[src/rtl/ctrl_link_pkg.sv]
// Shared control-link constants: frame header/terminator bytes, opcodes, TX FSM encoding.
// CMD_FRAME_TX_TERM_EN selects whether the 0x0D terminator byte is appended.
package ctrl_link_pkg;

  localparam logic [7:0] HDR0 = 8'h7E;
  localparam logic [7:0] HDR1 = 8'h30;
  localparam logic [7:0] HDR2 = 8'h5F;
  localparam logic [7:0] TERM = 8'h0D;

  localparam logic [7:0] OP_FM    = 8'h66;  // 'f'
  localparam logic [7:0] OP_AM    = 8'h61;  // 'a'
  localparam logic [7:0] OP_ADR   = 8'h7A;  // 'z'
  localparam logic [7:0] OP_WR    = 8'h77;  // 'w'
  localparam logic [7:0] OP_SCLK  = 8'h63;  // 'c'
  localparam logic [7:0] OP_RD    = 8'h72;  // 'r'
  localparam logic [7:0] OP_REGIM = 8'h67;  // 'g'
  localparam logic [7:0] OP_TST   = 8'h69;  // 'i'
  localparam logic [7:0] OP_SW    = 8'h73;  // 's'

  localparam logic [2:0] ST_IDLE  = 3'd0;
  localparam logic [2:0] ST_LOAD  = 3'd1;
  localparam logic [2:0] ST_BYTE  = 3'd2;
  localparam logic [2:0] ST_SEND  = 3'd3;
  localparam logic [2:0] ST_GUARD = 3'd4;
  localparam logic [2:0] ST_WAIT  = 3'd5;
  localparam logic [2:0] ST_DONE  = 3'd6;

`ifdef CMD_FRAME_TX_TERM_EN
  localparam logic [3:0] LAST_IDX = 4'd9;
`else
  localparam logic [3:0] LAST_IDX = 4'd8;
`endif

  typedef struct packed {
    logic [7:0]  code;
    logic [31:0] data;
  } cmd_t;

  function automatic logic op_legal(input logic [7:0] op);
    logic ok;
    case (op)
      OP_FM, OP_AM, OP_ADR, OP_WR, OP_SCLK,
      OP_RD, OP_REGIM, OP_TST, OP_SW: ok = 1'b1;
      default:                        ok = 1'b0;
    endcase
    return ok;
  endfunction

  function automatic logic [7:0] sum5(input logic [7:0] code, input logic [31:0] data);
    return code + data[31:24] + data[23:16] + data[15:8] + data[7:0];
  endfunction

endpackage

[src/rtl/ctrl_link_crc8.sv]
// Registered 8-bit additive checksum of opcode plus four argument bytes (carry dropped).
// Result updates one cycle after en; holds otherwise.
module ctrl_link_crc8
  import ctrl_link_pkg::*;
(
  input  logic        clk,
  input  logic        rst_n,
  input  logic        en,
  input  logic [7:0]  code,
  input  logic [31:0] data,
  output logic [7:0]  crc
);

  logic [7:0] crc_d, crc_q;

  always_comb begin
    crc_d = crc_q;
    if (en) crc_d = sum5(code, data);
  end

  always_ff @(posedge clk or negedge rst_n) begin
    if (!rst_n) crc_q <= 8'h00;
    else        crc_q <= crc_d;
  end

  assign crc = crc_q;

endmodule

[src/rtl/cmd_frame_tx.sv]
// Serialises one accepted command into a 9-byte frame (10 with CMD_FRAME_TX_TERM_EN) for the UART TX core.
// First send 3 cycles after accept; 3+GUARD_CYC cycles per byte; stalls without limit while uart_busy.
module cmd_frame_tx
  import ctrl_link_pkg::*;
#(
  parameter int GUARD_CYC = 2
) (
  input  logic        clk,
  input  logic        rst_n,
  input  logic        cmd_valid,
  output logic        cmd_ready,
  input  logic [7:0]  cmd_code,
  input  logic [31:0] cmd_data,
  output logic [7:0]  tx_data,
  output logic        send,
  input  logic        uart_busy,
  output logic        frame_done,
  output logic        cmd_err
);

  localparam logic [3:0] GUARD_LAST = 4'(GUARD_CYC - 1);

  logic [2:0] state_d, state_q;
  logic [3:0] idx_d, idx_q;
  logic [3:0] guard_d, guard_q;
  cmd_t       cmd_d, cmd_q;
  logic [7:0] tx_data_d, tx_data_q;
  logic       send_d, send_q;
  logic       frame_done_d, frame_done_q;
  logic       cmd_err_d, cmd_err_q;
  logic       cmd_ready_d, cmd_ready_q;
  logic       crc_en;
  logic [7:0] crc;
  logic [7:0] cur_byte;
  logic       accept;

  ctrl_link_crc8 u_crc (
    .clk   (clk),
    .rst_n (rst_n),
    .en    (crc_en),
    .code  (cmd_q.code),
    .data  (cmd_q.data),
    .crc   (crc)
  );

  assign accept = cmd_valid & cmd_ready_q & (state_q == ST_IDLE);

  always_comb begin
    cur_byte = 8'h00;
    case (idx_q)
      4'd0: cur_byte = HDR0;
      4'd1: cur_byte = HDR1;
      4'd2: cur_byte = HDR2;
      4'd3: cur_byte = cmd_q.code;
      4'd4: cur_byte = cmd_q.data[31:24];
      4'd5: cur_byte = cmd_q.data[23:16];
      4'd6: cur_byte = cmd_q.data[15:8];
      4'd7: cur_byte = cmd_q.data[7:0];
      4'd8: cur_byte = crc;
`ifdef CMD_FRAME_TX_TERM_EN
      4'd9: cur_byte = TERM;
`endif
      default: cur_byte = 8'h00;
    endcase
  end

  always_comb begin
    state_d   = state_q;
    idx_d     = idx_q;
    guard_d   = guard_q;
    cmd_d     = cmd_q;
    tx_data_d = tx_data_q;
    crc_en    = 1'b0;
    cmd_err_d = 1'b0;

    case (state_q)
      ST_IDLE: begin
        if (accept) begin
          if (op_legal(cmd_code)) begin
            cmd_d   = '{code: cmd_code, data: cmd_data};
            idx_d   = 4'd0;
            state_d = ST_LOAD;
          end else begin
            cmd_err_d = 1'b1;
          end
        end
      end
      ST_LOAD: begin
        crc_en  = 1'b1;
        state_d = ST_BYTE;
      end
      ST_BYTE: begin
        if (!uart_busy) begin
          tx_data_d = cur_byte;
          state_d   = ST_SEND;
        end
      end
      ST_SEND: begin
        guard_d = 4'd0;
        state_d = ST_GUARD;
      end
      ST_GUARD: begin
        // uart_busy may lag the send strobe, so it is not looked at here
        if (guard_q == GUARD_LAST) state_d = ST_WAIT;
        else                       guard_d = guard_q + 4'd1;
      end
      ST_WAIT: begin
        if (!uart_busy) begin
          if (idx_q == LAST_IDX) begin
            state_d = ST_DONE;
          end else begin
            idx_d   = idx_q + 4'd1;
            state_d = ST_BYTE;
          end
        end
      end
      ST_DONE: state_d = ST_IDLE;
      default: state_d = ST_IDLE;
    endcase

    send_d       = (state_d == ST_SEND);
    frame_done_d = (state_d == ST_DONE);
    // ready drops for the cmd_err cycle so a held bad command is not re-rejected back to back
    cmd_ready_d  = (state_d == ST_IDLE) && !cmd_err_d;
  end

  always_ff @(posedge clk or negedge rst_n) begin
    if (!rst_n) begin
      state_q      <= ST_IDLE;
      idx_q        <= 4'd0;
      guard_q      <= 4'd0;
      cmd_q        <= '0;
      tx_data_q    <= 8'h00;
      send_q       <= 1'b0;
      frame_done_q <= 1'b0;
      cmd_err_q    <= 1'b0;
      cmd_ready_q  <= 1'b0;
    end else begin
      state_q      <= state_d;
      idx_q        <= idx_d;
      guard_q      <= guard_d;
      cmd_q        <= cmd_d;
      tx_data_q    <= tx_data_d;
      send_q       <= send_d;
      frame_done_q <= frame_done_d;
      cmd_err_q    <= cmd_err_d;
      cmd_ready_q  <= cmd_ready_d;
    end
  end

  assign cmd_ready  = cmd_ready_q;
  assign tx_data    = tx_data_q;
  assign send       = send_q;
  assign frame_done = frame_done_q;
  assign cmd_err    = cmd_err_q;

endmodule
[config.mk]
export PLATFORM = sky130hd
export DESIGN_NAME = cmd_frame_tx
export DESIGN_NICKNAME = d
export VERILOG_FILES = /design/src/rtl/ctrl_link_pkg.sv /design/src/rtl/ctrl_link_crc8.sv /design/src/rtl/cmd_frame_tx.sv
export SDC_FILE = /design/constraint.sdc
export NUM_CORES = 1
export LEC_CHECK = 0
export ABC_CLOCK_PERIOD_IN_PS = 6200
export CORE_MARGIN = 1.5
export CORE_UTILIZATION = 42
export CTS_CLUSTER_DIAMETER = 40
export DETAILED_ROUTE_END_ITERATION = 8
export SYNTH_ARGS = -nofsm -noshare
export SYNTH_HDL_FRONTEND = slang
export SYNTH_SLANG_ARGS = --single-unit
[constraint.sdc]
create_clock -name clk -period 6.2 [get_ports clk]
set_clock_uncertainty 0.1 [all_clocks]
set_input_delay 1.24 -clock clk [delete_from_list [all_inputs] [get_ports clk]]
set_output_delay 1.24 -clock clk [all_outputs]
set_load 0.02 [all_outputs]
==> summary.md <==
| Metric | Value |
|---|---|
| Unrepaired setup endpoints after global routing | `false` |
| Die Y | `101.3 um` |
| Dpl hpwl | `6.112 mm` |
| DRC Markers | `0` |
| TritonCTS clock tree | `built` |
| Pleak | `2.187 nW` |
| Via count | `2907` |
| Total power | `2.757 mW` |
| Post-Place Worst Slack | `2.472 ns` |
| Placer Congestion | `0.8087` |
| Postcts setup bufs | `0` |
| Fin area | `4870 um2` |
| Port Buffer Count | `55` |
| Distinct cells, synth | `48` |
| Crit path time final | `3.591 ns` |
| Slew of the pin with the lowest slew margin | `0.9262 ns` |
| Pwr Density | `566.1 nW/um2` |
| Most frequent cell after synthesis | `dfrtp_1` |
| DR pass1 iterations | `4` |
| Core ar. | `9328 um2` |
| Clk_lat worst skew | `0.35 ns` |
| Clock tree buffer depth | `2` |
| Post-DRT Antenna Nets | `0` |
| Die X | `101.3 um` |
| Top_reg_cell synth | `dfrtp_1` |
| CP endpoint kind | `register` |
| Post-synth top area share | `43.76%` |
| Required @ worst endpoint | `6.32 ns` |
| Fraction of registers with async set or reset after synthesis | `100.0%` |
| Die area | `10270 um2` |
| Fmax | `0.2784 GHz` |
| CP max stage delay | `0.57 ns` |
| Syn_area_per_cell | `10.44 um2` |
| Top cells by count, synth | `dfrtp_1 (71), inv_1 (42), nand2_1 (36)` |
| Worst setup path category | `register to register` |
| Final WS setup | `2.609 ns` |
| Largest net degree at the start of global routing | `72` |
| Clock Sinks | `71` |
| Yosys warning total | `0` |
| Crit-path most repeated cell | `fa_1` |
| Critical Path AT | `3.71 ns` |
| DR WL/cell | `15.00 um` |
| Max-cap violations | `0` |
| Gr ovfl total | `0` |
| Initial antenna violation count | `0` |
| Number of synthesized register bits | `71` |
| Max Slew Vio Count | `0` |
| EDFF count, synth | `0` |
| Top post-synthesis cells by area | `dfrtp_1 (44%), fa_1 (9.9%), mux2_2 (7.2%)` |
| Area leader, netlist | `dfrtp_1` |
| Syn nets | `467` |
| GRT Resource Usage Total | `18.04%` |
| CTS Hold Buffers Added | `0` |
| First-pass GRT wire length | `14.20 mm` |
| Delay-heaviest family, CP | `adder cells` |
| Vias in the first global route | `2932` |
| Via-to-Cell Ratio | `5.082` |
| Post-Syn Area | `4060 um2` |
| Setup_tns | `0 ns` |
| Period utilization | `57.93%` |
| Worst setup SP type | `register` |
| Clock-pin slew on the worst setup and hold paths | `0.08 ns` |
| Status | `finished clean` |
| Drt total wl | `8.578 mm` |
| Final nets | `516` |
| CP bufs+invs | `0` |
| Worst-path fanout max | `3` |
| TritonCTS buffer count | `9` |
| Max VDD drop | `0.0003155 V` |
| Final hold vios | `0` |
| Slowest CP cell | `fa_1` |
| Sequential area share after synthesis | `43.76%` |
| Hold Path Class | `register to register` |
| Finished Core Util | `52.21%` |
| Setup violations, final | `0` |
| P&R area growth vs syn | `19.94%` |
| Slew margin rel. | `38.25%` |
| Cell Chain, Critical Path | `fa_1, fa_1, fa_1, ha_1, fa_1, a211oi_1, o21bai_1, a21oi_1, xnor2_1, o21ai_0` |
| Post-Syn Instances | `389` |
| Filler cells | `872` |
| Cell Rows | `35` |
| Placed cell areas | `4702 um2` |
| Post-CTS sizing | `0` |
| Initial Utilization | `43.53%` |
| Initial drt markers | `128` |
| Top-level I/O count | `56` |
| H-tree levels | `3` |
| CTS Root Cell | `clkbuf_8` |
| Share of cells above drive strength 1 | `11.06%` |
| # diodes | `0` |
per-stage QoR:
stage	hold WS, ns	std cells
6_report	0.3862	572
3_5_place_dp	0.3718	556
3_3_place_gp	0.3653	556
5_1_grt	0.4133	572
4_1_cts	0.3893	572
2_1_floorplan	0.3497	389
registers in the layout, summed over array words and instances (netlist names):
| signal | flops |
|---|---|
| guard_q | 4 |
| idx_q | 4 |
| frame_done | 1 |
| cmd_ready | 1 |
| u_crc.crc | 8 |
| cmd_q | 40 |
| cmd_err | 1 |
| state_q | 3 |
| tx_data | 8 |
| send | 1 |
power by group:
part	leakage [nW]	switching [mW]	internal, mW	total, mW
registers	0.867	0.138	0.631	0.770
clock network	0.0874	0.172	0.156	0.328
logic	1.23	0.867	0.791	1.66
total	2.19	1.18	1.58	2.76
per-layer routing:
layer | global-route usage, % | routed length, um
met5 | 0 | 0
met4 | 5.556 | 89
met3 | 4.072 | 321
met2 | 28.91 | 4103
met1 | 24.55 | 4063
worst paths after layout:
path                                           from                  endpoint  slack (ns)  depth (start not counted)
min in group asynchronous                     rst_n     cmd_q[35]$_DFFE_PN0P_        1.01                          2
setup reg to reg               cmd_q[1]$_DFFE_PN0P_  u_crc.crc[7]$_DFFE_PN0P_        2.61                         10
hold reg to reg            u_crc.crc[5]$_DFFE_PN0P_  u_crc.crc[5]$_DFFE_PN0P_        0.39                          2
setup / recovery               cmd_q[1]$_DFFE_PN0P_  u_crc.crc[7]$_DFFE_PN0P_        2.61                         10
max in group asynchronous                     rst_n  u_crc.crc[6]$_DFFE_PN0P_        4.38                          2
hold / removal             u_crc.crc[5]$_DFFE_PN0P_  u_crc.crc[5]$_DFFE_PN0P_        0.39                          2
kinds of logic after synthesis:
family                   count (synthesis)  share of synthesized area, %
XOR/XNOR                                15                         3.236
flip-flops                              71                         43.76
adder cells (fa/ha/maj)                 34                         14.18
AO/OA/AOI/OAI                           80                         12.36
buffers and inverters                   62                         6.040
multiplexers                            27                         7.458
AND/OR/NAND/NOR                        100                         12.97
cells in the final DEF, fill, tap and decap left out, types with 2 or more instances in the layout:
cell | Yosys | layout
o21ai_0 | 29 | 29
dfrtp_1 | 71 | 71
nand2b_1 | 3 | 3
nor4b_2 | 2 | 2
fa_1 | 20 | 20
clkbuf_8 | 0 | 10
a211oi_1 | 2 | 2
nand4_1 | 2 | 2
nor2b_1 | 2 | 2
and3b_1 | 3 | 3
nor3_1 | 3 | 3
nand3_1 | 8 | 8
a22o_1 | 2 | 2
clkbuf_1 | 15 | 3
clkdlybuf4s50_1 | 0 | 54
nor3b_1 | 5 | 5
a21o_1 | 4 | 4
a222oi_1 | 4 | 4
nand2_1 | 36 | 36
inv_1 | 42 | 42
a22oi_1 | 6 | 6
nand3b_1 | 6 | 6
a2bb2oi_1 | 2 | 2
ha_1 | 14 | 14
mux2_2 | 26 | 26
xor2_1 | 5 | 5
buf_4 | 3 | 3
or2_2 | 2 | 2
xnor2_1 | 10 | 10
nor2_1 | 19 | 19
a21oi_1 | 22 | 22
clkinv_2 | 0 | 2
or3_1 | 3 | 3
final cells by class:
type	count	area, um2	area share, %
clock inverter	3	18.77	0.3854
multi-input combinational	256	2038	41.85
sequential	71	1777	36.49
inverter	42	157.7	3.237
clock buffer	13	148.9	3.058
timing repair buffer	58	568.0	11.66
tap	129	161.4	3.314
worst register-to-register path, stage by stage, from the launching register on:
cell and delay [ns]:
dfrtp_1 0.42, fa_1 0.58, fa_1 0.46, fa_1 0.47, ha_1 0.24, fa_1 0.43, a211oi_1 0.24, o21bai_1 0.11
a21oi_1 0.20, xnor2_1 0.13, o21ai_0 0.08
No activity file was read; power rests on OpenSTA's default activity.
